$ cat src/rtl/lc3b_regfile_wb.sv
// LC-3b write-back stage: eight-entry register file with DRMUX steering,
// N/Z/P condition codes and a registered no-destination write error pulse.
module lc3b_regfile_wb #(
    parameter int WIDTH = 16,
    parameter int NREG  = 8
) (
    input  logic             clk,
    input  logic             rst_n,
    input  logic [WIDTH-1:0] bus_in,
    input  logic             ld_reg,
    input  logic             ld_cc,
    input  logic [1:0]       dr_sel,
    input  logic [2:0]       ir_dr,
    input  logic [2:0]       sr1,
    input  logic [2:0]       sr2,
    output logic [WIDTH-1:0] sr1_out,
    output logic [WIDTH-1:0] sr2_out,
    output logic             n,
    output logic             z,
    output logic             p,
    output logic             wr_err
);

    logic [WIDTH-1:0] r_regs [NREG];
    logic             r_n;
    logic             r_z;
    logic             r_p;
    logic             r_wr_err;

    logic [2:0]       w_dest_idx;
    logic             w_dest_vld;
    logic [NREG-1:0]  w_we;
    logic [2:0]       w_cc;

    // {n, z, p} classification of a bus value; exactly one bit is set.
    function automatic logic [2:0] cc_of(input logic [WIDTH-1:0] v);
        logic neg;
        logic zero;
        neg  = v[WIDTH-1];
        zero = (v == '0);
        return {neg, zero, !neg && !zero};
    endfunction

    always_comb begin
        w_dest_idx = ir_dr;
        w_dest_vld = 1'b1;
        case (dr_sel)
            2'b00: w_dest_idx = ir_dr;
            2'b01: w_dest_idx = 3'd7;
            2'b10: w_dest_idx = 3'd6;
            2'b11: w_dest_vld = 1'b0;
        endcase
    end

    always_comb begin
        w_we = '0;
        if (ld_reg && w_dest_vld) begin
            w_we[w_dest_idx] = 1'b1;
        end
    end

    assign w_cc = cc_of(bus_in);

    always_ff @(posedge clk or negedge rst_n) begin
        if (!rst_n) begin
            for (int i = 0; i < NREG; i++) begin
                r_regs[i] <= '0;
            end
        end else begin
            for (int i = 0; i < NREG; i++) begin
                if (w_we[i]) begin
                    r_regs[i] <= bus_in;
                end
            end
        end
    end

    always_ff @(posedge clk or negedge rst_n) begin
        if (!rst_n) begin
            r_n      <= 1'b0;
            r_z      <= 1'b1;
            r_p      <= 1'b0;
            r_wr_err <= 1'b0;
        end else begin
            if (ld_cc) begin
                {r_n, r_z, r_p} <= w_cc;
            end
            r_wr_err <= ld_reg && !w_dest_vld;
        end
    end

    // Read ports see only committed state; no bypass from bus_in.
    assign sr1_out = r_regs[sr1];
    assign sr2_out = r_regs[sr2];
    assign n       = r_n;
    assign z       = r_z;
    assign p       = r_p;
    assign wr_err  = r_wr_err;

endmodule

$ cat config.mk
export PLATFORM = sky130hd
export DESIGN_NAME = lc3b_regfile_wb
export DESIGN_NICKNAME = d
export VERILOG_FILES = /design/src/rtl/lc3b_regfile_wb.sv
export SDC_FILE = /design/constraint.sdc
export NUM_CORES = 1
export LEC_CHECK = 0
export ABC_AREA = 1
export CAP_MARGIN = 20
export CORE_UTILIZATION = 47
export CTS_BUF_LIST = sky130_fd_sc_hd__clkbuf_2
export CTS_CLUSTER_DIAMETER = 30
export DETAILED_ROUTE_END_ITERATION = 12
export PLACE_DENSITY = 0.67
export SYNTH_ARGS = -nofsm -noshare
export SYNTH_HDL_FRONTEND = slang
export SYNTH_SLANG_ARGS = --single-unit
$ cat constraint.sdc
create_clock -name clk -period 2.55 [get_ports clk]
set_clock_uncertainty 0.05 [all_clocks]
set_input_delay 0.51 -clock clk [delete_from_list [all_inputs] [get_ports clk]]
set_output_delay 0.51 -clock clk [all_outputs]
set_load 0.05 [all_outputs]
# Yosys cells after proc, flatten, opt, wreduce, memory -nomap -nowiden
# Cells that the tools add are included.
[totals]
regBits = 132
in_bits = 31
out_inout_bits = 36
elab_cells = 39
[classes]
order_cmp = 4
n_eq_ne = 3
muxes = 11
bitwise = 2
reduce_logical = 7
[ops]
columns = ["operator", "n"]
rows = [
  ["16-bit binary-select mux with 3-bit select", 2],
  ["16-bit two-way mux", 4],
  ["16-bit zero test", 1],
  ["4-bit >= comparator, second input constant", 2],
  ["8-bit two-way mux", 1],
  ["3-bit NOT with 4-bit output", 2],
  ["3-bit case mux with 2 select lines", 1],
  ["2-bit equality test, second input constant", 2],
  ["1-bit logical AND", 4],
  ["3-bit by 4-bit less-than comparator with 1-bit output, second input constant", 1],
  ["1-bit demux with 3-bit select", 1],
  ["3-bit by 1-bit >= comparator with 1-bit output, second input constant", 1],
  ["2-bit by 1-bit equality test with 1-bit output, second input constant", 1],
  ["1-bit zero test", 2],
  ["1-bit two-way mux", 2],
]

# Depth between registers and ports, before layout
[logic_depth]
word_depth = 7
mapped_depth = 10

# Worst setup path after synthesis
# OpenSTA, ideal clock, no wires.
[synth_timing]
path_kind = "input port to output port"
from = "input port sr1[1]"
to = "output port sr1_out[10]"
arrival_time_ps = 1576
required_time_ps = 1990
path_slack_ps = 414
stages = 7
cell_sequence = "clkbuf_1 > inv_1 > clkbuf_1 > nand3_1 > nand2_1 > nand2_1 > nand2_1"
[synth_via]
elab_chain_cells = 4
[synth_rtl]
columns = ["element", "line_no", "source"]
rows = [
  ["start, declared", "14", "input logic [2:0] sr1,"],
  ["3-bit NOT with 4-bit output (not written as such)", "93", "assign sr1_out = r_regs[sr1];"],
  ["16-bit binary-select mux with 3-bit select", "93", ""],
  ["16-bit two-way mux (not written as such) (2 in a row)", "93", ""],
  ["end, declared", "16", "output logic [WIDTH-1:0] sr1_out,"],
]
# No other way between the ends. The select of a mux whose other input is x is not followed.

# Final worst setup path
[layout_timing]
from = "input port sr2[1]"
to = "output port sr2_out[3]"
[layout_via]
elab_chain_cells = 4
[layout_rtl]
columns = ["element", "line_no", "source"]
rows = [
  ["start, declared", "15", "input logic [2:0] sr2,"],
  ["3-bit NOT with 4-bit output (not written as such)", "94", "assign sr2_out = r_regs[sr2];"],
  ["16-bit binary-select mux with 3-bit select", "94", ""],
  ["16-bit two-way mux (not written as such) (2 in a row)", "94", ""],
  ["end, declared", "17", "output logic [WIDTH-1:0] sr2_out,"],
]
# No other way between the ends. The select of a mux whose other input is x is not followed.

==> results.cfg <==
[clocking]
cts_max_path_buffers = 2
clkLatencyLatePin_ns = 0.72
h-tree-depth = 4
cts_inserted_buffers = 17
cts_tree = done
clk_pin_slew_ns = 0.20
clockRootBuffer = clkbuf_2
clkSinkCount = 132

[finish]
layout_common_cells = 672 x nand2_1, 225 x nand3_1, 150 x inv_1, 131 x dfrtp_1, 49 x buf_12
final_common_cell = nand2_1
design_area_sq_um = 10100
stdcell_count = 1637
area_delta_synth_final_pct = 20.68
drive_gt1_frac = 0.1063
fin_nets = 1432

[worst_setup_path]
crit_type = primary input to output port
startpoint_type = primary input
cp-end-kind = output port
cp.required_ns = 1.99
worstPathMaxFanout = 32
cp.arrival_ns = 1.90

[placed_design]
post_dp_cell_area_sq_um = 9839
gp_congestion = 0.8718
portBuffers = 66
dp.cells = 1601
dp_hpwl_mm = 18.05

[floorplanning]
std_cell_rows = 48
core_area_sq_um = 17360
die_h_microns = 135.4
io_pins = 67
die_w_microns = 135.4
initial_utilization = 0.4822
die_area_sq_um = 18340

[routing]
wl_per_cell_microns = 17.10
dr_total_vias = 8786
wl_mm = 27.99
routed-wl-met3_mm = 2.861
drtPass1Iterations = 6
met1_length_mm = 11.69
ant_nets = 0
drc = 0
drt_iter0_drc = 997
top_layer = met4
viasPerCell = 5.367
met2RoutedLength_mm = 12.86

[yosys]
syn_area_sq_um = 8369
netlist_instances = 1349
ys_seq_area_frac = 0.3948
synth_nets = 1383
synth_cell_types = 20
synth_area_per_cell_sq_um = 6.204
synth-seq-cells = 132
synth_top_area_share = 0.3917
yosys_warnings = 0
yosys.area.top_type = dfrtp_1
synthTopCellsByArea = dfrtp_1 39%, nand2_1 30%, nand3_1 13%

[sta]
hold_viol_final = 0
fmax_ghz = 0.4064
rsz0062_at_grt = no
fin_crit_sh = 0.9650
worstMarginPinSlew_ns = 0.5114
finalSetupViolCount = 0
finalCriticalPeriod_ns = 2.461
slew_violations = 0
relSlewSlack = 0.6585

[pwr]
p_per_area_nw_per_um2 = 681.9
p_leak_uw = 0.005870
ir_drop_v = 0.0003966

[global_route]
grt_max_degree = 65
antenna_found_initial = 1
overflow = 0
grt_use_total = 0.3193
grt_pass1_wl_mm = 43.97
grt_pass1_vias = 8104

[min_path]
min_path_type = primary input to asynchronous set/reset pin

[flow_run]
maxCapViolCount = 0

[status]
status = complete, no violations
## worst paths after layout
kind | startpoint | to | slack (ns) | cells past startpoint
worst max register to register | z | z | 1.78 | 2
max in group asynchronous | rst_n | r_regs[60] | 1.55 | 3
worst min-delay path | rst_n | r_regs[93] | 0.19 | 2
worst max-delay path | sr2[1] | sr2_out[3] | 0.09 | 7
worst min register to register | z | z | 0.44 | 2
min in group clk | ld_reg | wr_err | 0.25 | 3
## report_power, final
group          internal [uW]  total (uW)  switching, uW
Sequential              2640        2950            310
Clock                    345        1140            798
Combinational           1040        2790           1750
Total                   4030        6890           2850
## routing by layer
layer / global-route usage / vias to the layer above
met5: 0 / -
met4: 0.09426 / 0
met3: 0.06472 / 55
met2: 0.5074 / 489
met1: 0.4386 / 4036
li1: - / 4206
## Yosys cell counts
cell,n
nor2_2,1
ha_1,3
nand2_1,673
buf_1,11
dfrtp_1,131
nor2_8,1
clkbuf_1,54
buf_4,4
nor2_4,3
nand4_1,16
inv_1,153
nor2_1,13
nand3_1,225
inv_2,6
o21ai_1,16
o21ai_2,1
buf_2,26
nand3_2,2
dfstp_2,1
nand2_2,9
## worst max-delay path: stages
cell and delay (ns):
clkdlybuf4s50_1 0.55, buf_12 0.24, nand3_1 0.11, nand2_1 0.13, nand2_1 0.08, nand2_1 0.13, buf_12 0.15
## flip-flops by register name (all words and copies together), names as in the netlist
signal / flops
z: 1
n: 1
wr_err: 1
r_regs: 128
p: 1
## cells by family (layout without fill, tap and decap cells)
family / count (synthesis) / after routing / synth area share
simple gates: 943 / 943 / 0.4705
other cells: 0 / 1 / 0
fa+ha+maj: 3 / 3 / 0.004485
buf+inv: 254 / 316 / 0.1196
compound gates: 17 / 17 / 0.01062
flops: 132 / 132 / 0.3948
## final cells by class
type / count / area [sq um]
well taps: 225 / 281.5
clock buffers: 20 / 100.1
repair buffers: 125 / 1654
inverters: 159 / 600.6
clock inverters: 12 / 90.09
diodes: 1 / 2.502
multi-input cells: 963 / 4066
fillers: 1675 / 7257
flip-flops and latches: 132 / 3304
## per-stage QoR
| stage | util | hold slack [ns] | total power (uW) | TNS (ns) | setup WS, ns |
|---|---|---|---|---|---|
| finish | 0.5819 | 0.1868 | 6887 | 0 | 0.08933 |
| global route | 0.5819 | 0.1923 | 7385 | 0 | 0.04176 |
| CTS | 0.5784 | 0.1756 | 6876 | 0 | 0.02662 |
| detailed placement | 0.5669 | 0.4055 | 5745 | -0.006963 | -0.006963 |
| global placement | 0.5669 | 0.4038 | 5682 | 0 | 0.03921 |
| floorplan | - | 0.1644 | 4750 | 0 | 0.4139 |
## timing repair
item	4_1_cts	5_1_grt
endpoints found under the hold margin	49	0
resized for setup	1	7
gates cloned	0	1
hold buffers	1	0
setup endpoints to repair	1	10
setup buffers	0	1
No activity file was read; power rests on OpenSTA's default activity.
